===== src/rtl/jt51_kon_wr.sv =====
// rtl/jt51_kon_wr.sv - key-on register write decoder with one-deep request buffer
// Holds each key-on request for a full slot revolution; a second request may be queued.
module jt51_kon_wr #(
  parameter logic [7:0] KON_ADDR = 8'h08,
  parameter int         SLOTS    = 32
) (
  input  logic       clk,
  input  logic       rst_n,
  input  logic       cen,
  input  logic       reg_wr,
  input  logic [7:0] reg_addr,
  input  logic [7:0] reg_din,
  output logic       up_keyon,
  output logic [2:0] keyon_ch,
  output logic [3:0] keyon_op,
  output logic       kon_busy,
  output logic       kon_ovf
);

  localparam int CW = $clog2(SLOTS);

  typedef enum logic {IDLE, ACTIVE} state_t;

  state_t        state, state_nx;
  logic [CW-1:0] cnt, cnt_nx;
  logic [2:0]    ch, ch_nx, pch, pch_nx;
  logic [3:0]    op, op_nx, pop, pop_nx;
  logic          pv, pv_nx;
  logic          busy, busy_nx;
  logic          ovf, ovf_nx;
  logic          acc, done;
  logic          unused_din;

  assign unused_din = reg_din[7];
  assign acc  = reg_wr && (reg_addr == KON_ADDR);
  assign done = (state == ACTIVE) && cen && (cnt == CW'(SLOTS - 1));

  always_ff @(posedge clk or negedge rst_n) begin
    if (!rst_n) begin
      state <= IDLE;
      cnt   <= '0;
      ch    <= '0;
      op    <= '0;
      pv    <= 1'b0;
      pch   <= '0;
      pop   <= '0;
      busy  <= 1'b0;
      ovf   <= 1'b0;
    end else begin
      state <= state_nx;
      cnt   <= cnt_nx;
      ch    <= ch_nx;
      op    <= op_nx;
      pv    <= pv_nx;
      pch   <= pch_nx;
      pop   <= pop_nx;
      busy  <= busy_nx;
      ovf   <= ovf_nx;
    end
  end

  always_comb begin
    state_nx = state;
    cnt_nx   = cnt;
    ch_nx    = ch;
    op_nx    = op;
    pv_nx    = pv;
    pch_nx   = pch;
    pop_nx   = pop;
    ovf_nx   = 1'b0;
    case (state)
      IDLE: begin
        if (acc) begin
          state_nx = ACTIVE;
          cnt_nx   = '0;
          ch_nx    = reg_din[2:0];
          op_nx    = reg_din[6:3];
        end
      end
      ACTIVE: begin
        if (done) begin
          cnt_nx = '0;
          if (pv) begin
            // pending goes first; a same-edge write refills the buffer behind it
            ch_nx  = pch;
            op_nx  = pop;
            pv_nx  = acc;
            if (acc) begin
              pch_nx = reg_din[2:0];
              pop_nx = reg_din[6:3];
            end
          end else if (acc) begin
            ch_nx = reg_din[2:0];
            op_nx = reg_din[6:3];
          end else begin
            state_nx = IDLE;
          end
        end else begin
          if (cen)
            cnt_nx = cnt + CW'(1);
          if (acc) begin
            pv_nx  = 1'b1;
            pch_nx = reg_din[2:0];
            pop_nx = reg_din[6:3];
            ovf_nx = pv;
          end
        end
      end
      default: state_nx = IDLE;
    endcase
    busy_nx = (state_nx == ACTIVE) || pv_nx;
  end

  always_comb begin
    up_keyon = (state == ACTIVE);
    keyon_ch = ch;
    keyon_op = op;
    kon_busy = busy;
    kon_ovf  = ovf;
  end

endmodule


===== config.mk =====
export PLATFORM = sky130hd
export DESIGN_NAME = jt51_kon_wr
export DESIGN_NICKNAME = d
export VERILOG_FILES = /design/src/rtl/jt51_kon_wr.sv
export SDC_FILE = /design/constraint.sdc
export NUM_CORES = 1
export LEC_CHECK = 0
export ABC_AREA = 1
export CORE_MARGIN = 2
export CORE_UTILIZATION = 43
export DETAILED_ROUTE_END_ITERATION = 12
export PLACE_DENSITY = 0.75
export REMOVE_ABC_BUFFERS = 1
export SLEW_MARGIN = 20
export SYNTH_ARGS = -nofsm -noshare
export SYNTH_HDL_FRONTEND = slang
export SYNTH_SLANG_ARGS = --single-unit

===== constraint.sdc =====
create_clock -name clk -period 1.6 [get_ports clk]
set_clock_uncertainty 0.05 [all_clocks]
set_input_delay 0.16 -clock clk [delete_from_list [all_inputs] [get_ports clk]]
set_output_delay 0.16 -clock clk [all_outputs]
set_load 0.1 [all_outputs]

* Word level (Yosys, flattened, before mapping)
Index checks and enable logic that the tools add are counted.
** Storage, ports and cells
- Output and inout port bits :: 10
- Word-level logic and storage cells :: 52
- Register bits after elaboration :: 23
- Bits of input ports :: 20
** Operators by class
- Reductions and logical operators :: 6
- Add/subtract/negate cells :: 1
- Equality and inequality tests :: 6
- Bitwise operators :: 1
- Multiplexer cells :: 29
** Operators with widths (number)
- 4-bit 2-to-1 mux :: 6
- 3-bit 2-to-1 mux :: 6
- 5-bit 2-to-1 mux :: 3
- 1-bit 2-to-1 mux :: 10
- 5-bit one-hot mux with 2 select lines :: 1
- 8-bit by 4-bit equality test with 1-bit output (second input constant) :: 1
- 4-bit one-hot mux with 2 select lines :: 1
- 3-bit one-hot mux with 2 select lines :: 1
- 5-bit by 1-bit adder with 5-bit output (second input constant) :: 1
- 5-bit equality test (second input constant) :: 1
- 2-bit != test (second input constant) :: 2
- 2-bit AND reduction :: 2
- 1-bit logical AND :: 3
- 3-bit by 2-bit != test with 1-bit output (second input constant) :: 1
- 2-bit by 1-bit != test with 1-bit output (second input constant) :: 1
- 1-bit one-hot mux with 2 select lines :: 1
- 1-bit logical OR :: 1
- 1-bit inverter :: 1

* Longest topological paths before layout
- Depth after elaboration :: 7
- Depth in mapped cells :: 11
- Depth with buffers taken out :: 11

* Least setup slack after synthesis
Ideal clock, no wire load.
- Path type :: flip-flop to flip-flop
- Start point :: register state (netlist: up_keyon)
- End point :: register ch[0] (netlist: keyon_ch[0])
- Buffers on the path :: 0
- Stages on the path, launching flop included :: 7
- Slack :: -444 ps
- Arrival :: 1872 ps
- Data required time :: 1428 ps
- Clock period less this slack :: 2044 ps
- Setup time :: 122 ps
- Cell sequence :: dfrtp_1 > nand2_1 > or2_2 > o21ai_0 > inv_1 > nand3_1 > nand2_1
** Between the ends
- Cells in the longest elaborated chain, start to end :: 3
- Elaborated cells between the ends (all ways) :: 5
- Classes of those cells :: eq/ne (1); mux (1); bitwise (1); reduce/logical (2)
** Ends and longest elaborated chain
- from (decl) :: RTL line 24 : state_t state, state_nx;
- from (signal assigned) :: RTL line 50 : state <= state_nx;
- 1-bit logical AND (2 in series) :: RTL line 36 : assign done = (state == ACTIVE) && cen && (cnt == CW'(SLOTS - 1));
- 2-bit by 1-bit != test with 1-bit output (no line)
- to (signal assigned) :: RTL line 52 : ch <= ch_nx;
- to (decl) :: RTL line 26 : logic [2:0] ch, ch_nx, pch, pch_nx;
Parallel ways exist; a longest one is shown, timed or not.
A chain may end at the register's enable or synchronous reset.

* Worst setup path after layout
- Start point :: register cnt[0]
- End point :: register pop[2]
** Between the ends
- Cells in the longest elaborated chain, start to end :: 4
- Elaborated cells between the ends (all ways) :: 5
- Classes of those cells :: eq/ne (2); mux (1); reduce/logical (2)
** Ends and longest elaborated chain
- from (decl) :: RTL line 25 : logic [CW-1:0] cnt, cnt_nx;
- from (signal assigned) :: RTL line 51 : cnt <= cnt_nx;
- 5-bit equality test * :: RTL line 36
- 1-bit logical AND * :: RTL line 36
- 2-bit != test (no line)
- 2-bit AND reduction (no line)
- to (signal assigned) :: RTL line 56 : pop <= pop_nx;
- to (decl) :: RTL line 27 : logic [3:0] op, op_nx, pop, pop_nx;
Mark *: on every way between the ends. The rest lies on a longest branch, timed or not.

==> metrics.md <==
| Metric | Value |
|---|---|
| Status | completed |
| Avg Inst Size Synth | 7.79 µm² |
| Grt ovf | 0 |
| Final ANT Viol Nets | 0 |
| Fin Setup TNS | 0 ns |
| Vias in the first global route | 1129 |
| Yosys top cell area share | 49.6% |
| Setup crit start | cnt[0]$_DFFE_PN0P_ |
| Effective utilization at floorplan | 46.0% |
| CP endpoint kind | flip-flop |
| Critical path type | reg2reg |
| Cells after synthesis | 149 |
| Crit path DAT | 1.80 ns |
| LEAKAGE | 0.944 nW |
| Drt wl/cell | 11.7 µm |
| Synthesized area | 0.00116 mm² |
| Final Cycle Share | 99.1% |
| Violation count after the first detailed-route iteration | 26 |
| Synthesized flop and latch total | 23 |
| Sw power | 0.571 mW |
| FILL cells | 189 |
| Placeable Area | 0.00252 mm² |
| Clock network fraction of total power | 17.1% |
| Ports | 30 |
| Maxcap violations | 0 |
| Post-route DRC | 0 |
| Area delta synth->final | 55.8% |
| Clock buffer depth | 2 |
| CTS H-Tree Depth | 1 |
| Crit path launch type | flip-flop |
| Vias per cell | 4.85 |
| Peak supply drop | 601 µV |
| Sequential area share after synthesis | 49.6% |
| R2R Setup Slk | 0.01 ns |
| Post-Place Cell Area | 0.00166 mm² |
| Router iterations before antenna repair | 4 |
| # port buffers | 28 |
| Nets | 223 |
| Pin count of the biggest net entering global routing | 24 |
| Final wirelength | 2.69 mm |
| Classification of the worst-slack hold path | in2async |
| Hpwl dp | 1.96 mm |
| Area of the multi-input gates | 572 µm² |
| RR Startpoint | cnt[0]$_DFFE_PN0P_ |
| Yosys warns | 0 |
| Dominant cell type by area after synthesis | dfrtp_1 |
| TritonCTS clock tree | done |
| DIE HEIGHT | 56.0 µm |
| Layout cells sized above 1 | 29.5% |
| Chip Width | 56.0 µm |
| Num CTS Buffers | 3 |
| Die ar. | 0.00313 mm² |
| Relative slew slack | 76.8% |
| Unrepaired setup endpoints after global routing | true |
| # setup viols final | 0 |
| Unique cell type count in the Yosys netlist | 16 |
| Antenna diodes | 0 |
| Hold Slack | 0.134 ns |
| Max Clk Rate | 0.631 GHz |
| Most frequent cells in the layout | nand2_1 (54), dfrtp_1 (23), clkdlybuf4s50_1 (18), buf_4 (18), inv_1 (16) |
| Comb pwr share | 38.5% |
| Sw Share | 35.4% |
| Routability cong. | 0.788 |
| Endpoints failing hold | 0 |
| Post-route cell area | 0.00181 mm² |
| GRT Total Usage | 18.7% |
| Synth area leaders | dfrtp_1 (50%), nand2_1 (18%), nand3_1 (6.5%) |
| Reg clk slew, reported paths | 0.13 ns |
| Leading cell type in the layout, fill and taps excluded | nand2_1 |
| Clock Tree Root | clkbuf_4 |
| Slew Limit Fails | 0 |
| Critical Path RT | 1.81 ns |
| Pwr/cell area | 892 mW/mm² |
| TritonCTS Sinks | 23 |
| Initial antenna violation count | 0 |
| P_int | 1.04 mW |
| Clock latency on the worst-skew pair | 0.32 ns |
| Critical path fanouts, max | 7 |
| # rows | 18 |
| Final min period | 1.59 ns |
| Seq pwr share | 44.4% |
| First-pass GRT wire length | 4.66 mm |
| Reg area | 576 µm² |
| Worst Tran Pin Value | 0.345 ns |
| Vias | 1115 |
| Hold-fix buffers, CTS | 0 |
[registers in the layout (all words and copies together) (netlist names)]
name      count
up_keyon      1
kon_ovf       1
keyon_ch      3
cnt           5
pch           3
pop           4
pv            1
kon_busy      1
keyon_op      4
[metrics by stage]
stage                     util (%)  worst slack (ns)  power [mW]  cells
after global routing          71.7            -0.103        1.73    230
after CTS                     69.0           -0.0134        1.58    227
after floorplan                  -            -0.444        1.03    149
after detailed placement      65.9           -0.0610        1.26    218
after global placement        65.9           -0.0126        1.24    218
final                         71.7            0.0147        1.61    230
[final timing paths]
path                                      endpoint  cells after the start
min in group clk                pop[1]$_DFFE_PN0P_                      3
worst min-delay path            cnt[0]$_DFFE_PN0P_                      2
worst max register to register  pop[2]$_DFFE_PN0P_                     11
max in group asynchronous       pop[2]$_DFFE_PN0P_                      2
worst min register to register  pop[3]$_DFFE_PN0P_                      2
worst max-delay path            pop[2]$_DFFE_PN0P_                     11
[synth_stat cells, drive strengths merged]
cell type and count:
ha 2, inv 18, xor2 1, nor2 8
nand4 2, or2 8, o21ai 7, dfrtp 23
nand2 61, nor3 2, nand3 17
[worst max-delay path: stages, from the launching register on]
cell     delay [ns]
dfrtp_1        0.40
ha_2           0.20
nand2_2        0.07
nor2_2         0.04
ha_2           0.18
nand2_2        0.09
nand2_4        0.06
nand2_4        0.08
inv_4          0.05
nor2_4         0.16
nand2_1        0.08
nand2_1        0.06
[cell families after synthesis]
logic type      Yosys count  share of synthesized area [%]
flops                    23                           49.6
xor+xnor                  1                          0.754
simple gates             98                           38.7
buf+inv                  18                           5.82
fa+ha+maj                 2                           2.15
compound gates            7                           3.02
[layout make-up]
cell class,instances,area share [%]
Sequential cell,23,31.8
Multi-Input combinational cell,108,31.6
Timing Repair Buffer,47,29.1
Inverter,18,3.87
Tap cell,30,2.07
Clock buffer,3,1.24
Clock inverter,1,0.277
[power groups by stage]
stage	Sequential (mW)	Clock (mW)	Combinational (mW)
after floorplan	0.824	0	0.203
after CTS	0.713	0.289	0.575
after detailed placement	0.722	0	0.538
after global routing	0.727	0.309	0.689
after global placement	0.718	0	0.524
final	0.717	0.275	0.621
[what timing repair did]
item                       4_1_cts  5_1_grt
buffers inserted                 5        3
gates resized for setup          5        9
pin swaps                        9        8
hold endpoints to repair         0        0
setup endpoints to repair       14       18
[layer usage]
metal	global-route usage, %	share of wire, %
met5	0	0
met4	8.50	2.3
met1	21.9	43
met3	2.33	3.5
met2	33.6	51
No activity file was read; power rests on OpenSTA's default activity.
